===== config.mk =====
export PLATFORM = sky130hd
export DESIGN_NAME = uart_cmd_parser
export DESIGN_NICKNAME = d
export VERILOG_FILES = /design/src/rtl/uart_cmd_parser.sv
export SDC_FILE = /design/constraint.sdc
export NUM_CORES = 1
export LEC_CHECK = 0
export BUFFER_PORTS_ARGS = -buffer_cell sky130_fd_sc_hd__buf_2
export CORE_UTILIZATION = 42
export CTS_CLUSTER_DIAMETER = 40
export DETAILED_ROUTE_END_ITERATION = 7
export GPL_ROUTABILITY_DRIVEN = 0
export GPL_TIMING_DRIVEN = 0
export HOLD_SLACK_MARGIN = 0.12
export SETUP_SLACK_MARGIN = 0.15
export SYNTH_ARGS = -nofsm -noshare
export SYNTH_HDL_FRONTEND = slang
export SYNTH_SLANG_ARGS = --single-unit

===== constraint.sdc =====
create_clock -name Clk -period 3.3 [get_ports Clk]
set_input_delay 0.33 -clock Clk [delete_from_list [all_inputs] [get_ports Clk]]
set_output_delay 0.33 -clock Clk [all_outputs]
set_load 0.01 [all_outputs]

===== src/rtl/uart_cmd_parser.sv =====
// Byte-stream command parser: frames of 55 A5 ADDR LEN payload CHK become
// LEN consecutive register writes starting at ADDR, with timeout and checksum abort.
module uart_cmd_parser #(
  parameter int MAX_LEN     = 8,
  parameter int TIMEOUT_CYC = 2000000
) (
  input  logic       Clk,
  input  logic       Reset_n,
  input  logic       Rx_Done,
  input  logic [7:0] Data,
  output logic       Wr_En,
  output logic [7:0] Wr_Addr,
  output logic [7:0] Wr_Data,
  output logic       Frame_Ok,
  output logic       Frame_Err,
  output logic       Busy
);

  localparam int IDXW = $clog2(MAX_LEN + 1);
  localparam int BUFW = (MAX_LEN > 1) ? $clog2(MAX_LEN) : 1;
  localparam int TMRW = $clog2(TIMEOUT_CYC + 1);
  localparam logic [7:0]      MAX_LEN_B = 8'(MAX_LEN);
  localparam logic [TMRW-1:0] TMR_LAST  = TMRW'(TIMEOUT_CYC - 1);

  typedef enum logic [2:0] {
    S_IDLE, S_HDR2, S_ADDR, S_LEN, S_PAYLOAD, S_CHK, S_WRITE
  } state_t;

  state_t          state;
  logic [7:0]      base_addr;
  logic [7:0]      sum;
  logic [IDXW-1:0] len;
  logic [IDXW-1:0] idx;
  logic [TMRW-1:0] tmr;
  logic [7:0]      buffer [MAX_LEN];

  // NOTE: every sequential assignment is non-blocking so all registers see
  // pre-edge values; mixing in blocking writes would make results order-dependent.
  always_ff @(posedge Clk) begin
    if (!Reset_n) begin
      state     <= S_IDLE;
      base_addr <= '0;
      sum       <= '0;
      len       <= '0;
      idx       <= '0;
      tmr       <= '0;
      Wr_En     <= 1'b0;
      Wr_Addr   <= '0;
      Wr_Data   <= '0;
      Frame_Ok  <= 1'b0;
      Frame_Err <= 1'b0;
      Busy      <= 1'b0;
    end else begin
      Wr_En     <= 1'b0;
      Frame_Ok  <= 1'b0;
      Frame_Err <= 1'b0;

      case (state)
        S_IDLE: begin
          tmr <= '0;
          if (Rx_Done && Data == 8'h55) begin
            state <= S_HDR2;
            Busy  <= 1'b1;
          end
        end

        // First write was issued on the checksum edge; idx points at the next one.
        S_WRITE: begin
          tmr <= '0;
          if (idx < len) begin
            Wr_En    <= 1'b1;
            Wr_Addr  <= base_addr + 8'(idx);
            Wr_Data  <= buffer[idx[BUFW-1:0]];
            Frame_Ok <= (idx == len - 1'b1);
            idx      <= idx + 1'b1;
          end else begin
            state <= S_IDLE;
            Busy  <= 1'b0;
          end
        end

        default: begin
          if (Rx_Done) begin
            tmr <= '0;
            case (state)
              S_HDR2: begin
                if (Data == 8'hA5) begin
                  state <= S_ADDR;
                end else if (Data != 8'h55) begin
                  state <= S_IDLE;
                  Busy  <= 1'b0;
                end
              end
              S_ADDR: begin
                base_addr <= Data;
                sum       <= Data;
                state     <= S_LEN;
              end
              S_LEN: begin
                if (Data >= 8'd1 && Data <= MAX_LEN_B) begin
                  len   <= Data[IDXW-1:0];
                  sum   <= sum + Data;
                  idx   <= '0;
                  state <= S_PAYLOAD;
                end else begin
                  Frame_Err <= 1'b1;
                  state     <= S_IDLE;
                  Busy      <= 1'b0;
                end
              end
              S_PAYLOAD: begin
                sum <= sum + Data;
                idx <= idx + 1'b1;
                if (idx == len - 1'b1) state <= S_CHK;
              end
              S_CHK: begin
                if (Data == sum) begin
                  Wr_En    <= 1'b1;
                  Wr_Addr  <= base_addr;
                  Wr_Data  <= buffer[0];
                  Frame_Ok <= (len == IDXW'(1));
                  idx      <= IDXW'(1);
                  state    <= S_WRITE;
                end else begin
                  Frame_Err <= 1'b1;
                  state     <= S_IDLE;
                  Busy      <= 1'b0;
                end
              end
              default: ;
            endcase
          end else if (tmr == TMR_LAST) begin
            tmr       <= '0;
            Frame_Err <= 1'b1;
            state     <= S_IDLE;
            Busy      <= 1'b0;
          end else begin
            tmr <= tmr + 1'b1;
          end
        end
      endcase
    end
  end

  // NOTE: the payload buffer is deliberately left out of reset; every entry is
  // written before it is read, so resetting it would only add reset fan-out.
  always_ff @(posedge Clk) begin
    if (state == S_PAYLOAD && Rx_Done) buffer[idx[BUFW-1:0]] <= Data;
  end

endmodule


# After elaboration in Yosys (flattened, before gate mapping)

Memory sizes are Yosys's and may differ from the RTL's. A register that Yosys moved wholly into a read port is not among the register bits.
Cells that the tools add are included.

Memories: 1
Register bits: 68
Logic and storage cells: 129
RAM bits: 64
Output and inout port bits: 20

Equality and inequality tests: 27
$lt $le $gt $ge: 3
Mux-type cells: 58
Add/sub/neg operators: 5
Reduce and logical (&&, ||, !) cells: 20
Bitwise gates (word level): 3

Memories:

| memory | depth | bits a word | rd ports | clocked after memory_dff | write ports | line | text |
|---|---|---|---|---|---|---|---|
| buffer | 8     | 8           | 2        | 1                        | 1           | 35   | `logic [7:0] buffer [MAX_LEN];` |

Operators with widths:

| cell                  | count |
|---|---|
| $mux 8                | 9 |
| $mux 3                | 11 |
| $pmux 8 s2            | 2 |
| $pmux 8 s3            | 1 |
| $mux 1                | 22 |
| $add 21x1->21 const B | 1 |
| $eq 21x21->1 const B  | 1 |
| $ne 5x5->1 const B    | 4 |
| $mux 4                | 4 |
| $pmux 3 s5            | 1 |
| $pmux 4 s3            | 1 |
| $reduce_and 6->1      | 2 |
| $eq 3x3->1 const B    | 3 |
| $add 8x4->8           | 1 |
| $add 8x8->8           | 1 |
| $eq 8x7->1 const B    | 1 |
| $eq 8x8->1            | 1 |
| $eq 8x8->1 const B    | 1 |
| $ge 8x1->1 const B    | 1 |
| $le 8x4->1 const B    | 1 |
| $ne 2x2->1 const B    | 4 |
| $ne 8x1->1 const B    | 1 |
| $ne 8x7->1 const B    | 1 |
| $pmux 1 s2            | 4 |
| other kinds (27)      | 37 |

# Longest topological paths before layout

Depth in word-level cells: 8
Depth in mapped cells: 10

# Worst setup path after synthesis

Ideal clock, no wire load.

Path kind: input-to-reg
Start point: input port Data[5]
End point: register Wr_Addr[6]
Arrival: 2.286 ns
Data required time: 3.221 ns
Path buffers: 2
Path slack: 0.935 ns
Stages on the path: 9
Cell sequence: ha_1 or4_4 nor4_2 mux2_2 and3_1 buf_6 buf_8 nor2_2 a211oi_2

Longest elaborated chain between the ends: 3

Ends and longest elaborated chain:

| what                               | line | text |
|---|---|---|
| from (decl)                        | 10   | `input logic [7:0] Data,` |
| $eq 8x8->1                         | 117  | `if (Data == sum) begin` |
| $reduce_bool 2->1 (no source line) | -    |  |
| $reduce_and 5->1 (no source line)  | -    |  |
| to (signal assigned)               | 72   | `Wr_Addr <= base_addr + 8'(idx);` |
| to (signal assigned)               | 119  | `Wr_Addr <= base_addr;` |
| to (decl)                          | 12   | `output logic [7:0] Wr_Addr,` |

No other way between the ends.
A chain may end at the register's enable or synchronous reset.

# Worst setup path in the final report

Start point: register sum[5]
End point: register Wr_Data[5]

Longest elaborated chain between the ends: 3

Ends and longest elaborated chain:

| what                               | line | text |
|---|---|---|
| from (decl)                        | 31   | `logic [7:0] sum;` |
| from (signal assigned)             | 96   | `sum <= Data;` |
| from (signal assigned)             | 102  | `sum <= sum + Data;` |
| from (signal assigned)             | 112  | `sum <= sum + Data;` |
| $eq 8x8->1                         | 117  |  |
| $reduce_bool 2->1 (no source line) | -    |  |
| $reduce_and 5->1 (no source line)  | -    |  |
| to (signal assigned)               | 73   | `Wr_Data <= buffer[idx[BUFW-1:0]];` |
| to (signal assigned)               | 120  | `Wr_Data <= buffer[0];` |
| to (decl)                          | 13   | `output logic [7:0] Wr_Data,` |

No other way between the ends.

==> run summary <==
port bufs = 29
Peak Freq = 360.1 MHz
r2r setup slk = 0.52 ns
DRC viols = 0
status = completed
Synth area leader = edfxtp_1
Worst Path Max Fanout = 10
top post-synthesis cells by area = edfxtp_1 (30%), dfxtp_1 (22%), mux4_2 (5.6%)
Worst path top cell family by delay = simple AND/OR/NAND/NOR gates
largest net degree at the start of global routing = 17
Rows = 44
Hold Worst Slack = 0.3229 ns
maxcap violations = 0
via/cell ratio = 5.529
grt ovf = 0
clock root cell = clkbuf_16
area grow syn2layout = 14.26%
prevailing post-synth register cell = dfxtp_1
Die H = 125.9 um
Synth warnings = 0
Worst Skew = 0.009184 ns
total number of vias = 4661
CORE AREA = 14750 um^2
initial antenna violation count = 0
DR WL/cell = 17.24 um
Final Hold Fails = 0
Mapped Nets = 630
Max H-tree Level = 4
most frequent cells in the layout = dfxtp_1 (71), nand2_1 (67), edfxtp_1 (64)
Routed Antenna Nets = 0
multi-input logic area = 2864 um^2
die area = 15850 um^2
DRT iter0 DRCs = 457
worst-margin pin slew = 1.208 ns
post-route minimum period = 2.777 ns
Post-synth EDFFs = 64
CTS tree = yes
Worst Setup SP = sum[5]
first-pass GRT wire length = 23720 um
Final Setup Violations = 0
GRT Overall Usage = 19.45%
deepest clock path buffer count = 2
worst skew pair latency = 0.42 ns
Crit Path Category = reg -> reg
r2r endpoint = Wr_Data[5]
CP max stage cell = or4_4
Post-Place Cell Area = 6824 um^2
Die Width = 125.9 um
Worst Setup Start Kind = flip-flop
Fin Setup TNS = 0 ns
number of global-route vias before repair = 4587
final period utilization = 84.14%
layout cells sized above 1 = 15.17%
setup repair bufs after CTS = 0
sequential area share after synthesis = 51.84%
worst hold path endpoint = base_addr[4]
Post-layout nets = 678
CTS sink count = 135
Buf+Inv Stages, Crit Path = 1
R2R cell count = 8
Peak VDD IR = 0.3411 mV
worst-path cell chain = ha_1 -> or4_4 -> nor4_2 -> mux2_2 -> nand3_1 -> clkbuf_1 -> nand2_1 -> a21oi_1
WP data required = 3.57 ns
library cells used by synthesis = 63
Hold Path Depth = 3
Rel. slew slack = 18.84%
ANT cells = 0
hpwl dp = 10340 um
Hold Startpoint = Data[4]
Post-CTS Hold Fix Bufs = 0
drt first pass iters = 5
Pins Over Slew Limit = 0
register area = 3343 um^2
post-synthesis instance total = 598
Design Area, Final = 7368 um^2
Hold Path Class = in -> reg
I/O pin count = 31
flops & latches, synth = 135
total CTS buffers = 17
Async SR Flop Fraction = 0%
Mapped Area = 6449 um^2
commonest non-fill, non-tap cell in the layout = dfxtp_1
starting density of the core = 43.71%
Critical Path AT = 3.04 ns
post-CTS sizing = 0
clock-pin transition on the worst setup and hold timing paths = 0.06 ns
Leak = 2.482 nW
Routed WL = 14530 um
RSZ-0062 raised after global routing = false
post-synth top area share = 29.80%
power per cell area = 488.2 nW/um^2
CP endpoint kind = flip-flop
number of fill cells = 1325
syn avg cell area = 10.78 um^2
max incr delay on CP = 0.56 ns
r2r startpoint = sum[5]
## layout make-up
class                      instances  share of cell area [%]
sequential                       135                   45.37
clock buffer                      17                   5.773
multi-input combinational        409                   38.87
buffer                            33                   2.208
inverter                          21                   1.070
timing repair buffer              29                   1.970
tap                              184                   3.124
clock inverter                    15                   1.613
## cell usage after synthesis, types with 4 or more instances
cell type,count
dfxtp_1,71
nand2_1,67
edfxtp_1,64
nor2_1,52
a21oi_1,43
clkbuf_1,24
mux2i_1,21
o21ai_0,21
inv_1,20
ha_1,19
mux4_2,16
xnor2_1,16
xor2_1,16
nand3_1,15
nor3_1,10
and3_1,9
o211ai_1,8
or3_1,8
a211oi_1,7
a21o_1,7
nand2b_1,6
nand4_1,6
nor2b_1,6
nor4_1,5
buf_2,4
## logic make-up after synthesis
| group | count (synthesis) | synth area share, % |
|---|---|---|
| and+or+nand+nor | 204 | 15.48 |
| DFF | 135 | 51.84 |
| buffers and inverters | 54 | 3.745 |
| muxes | 38 | 9.022 |
| xor gates and xnor gates | 32 | 4.346 |
| AOI/OAI and AO/OA | 114 | 11.25 |
| adders and majority gates | 21 | 4.307 |
## tightest hold or removal path, stage by stage
cell,delay (ns)
buf_2,0.21
nand2_1,0.10
a21oi_1,0.05
## routing by layer
metal  wire (um)  up-vias  GRT usage, %
li1            -     2277             -
met4         171        0         7.087
met5           0        -             0
met1        6674     2252         25.85
met3         840       13         4.078
met2        6845      119         31.39
## through the flow
step / setup WS [ns] / cells / total power [mW] / util (%)
final: 0.5234 / 843 / 3.598 / 49.94
after global routing: 0.3769 / 843 / 3.712 / 49.94
after CTS: 0.5855 / 843 / 3.629 / 49.94
after detailed placement: 0.2520 / 811 / 1.903 / 46.25
after global placement: 0.2919 / 811 / 1.900 / 46.25
after floorplan: 0.9349 / 598 / 1.849 / -
## state kept, by name (all words and copies together) (netlist names), named ones only
signal / flops
buffer: 64
tmr: 21
Wr_Addr: 8
Wr_Data: 8
base_addr: 8
sum: 8
idx: 4
len: 4
state: 3
Busy: 1
Frame_Err: 1
Frame_Ok: 1
Wr_En: 1
## worst max-delay path by stage
stage                    to  slack (ns)  depth (start not counted)
2_1_floorplan    Wr_Addr[6]        0.93                          9
3_3_place_gp     Wr_Data[0]        0.29                          9
3_5_place_dp     Wr_Data[4]        0.25                          9
4_1_cts        buffer[0][4]        0.59                          5
5_1_grt        buffer[0][1]        0.38                          5
6_report         Wr_Data[5]        0.52                          8
## where the power goes
| part | internal [mW] | switching, mW | total (mW) |
|---|---|---|---|
| Combinational | 0.0289 | 0.0815 | 0.110 |
| Sequential | 1.75 | 0.00264 | 1.76 |
| Clock | 0.975 | 0.755 | 1.73 |
(Power assumes the default switching activity.)
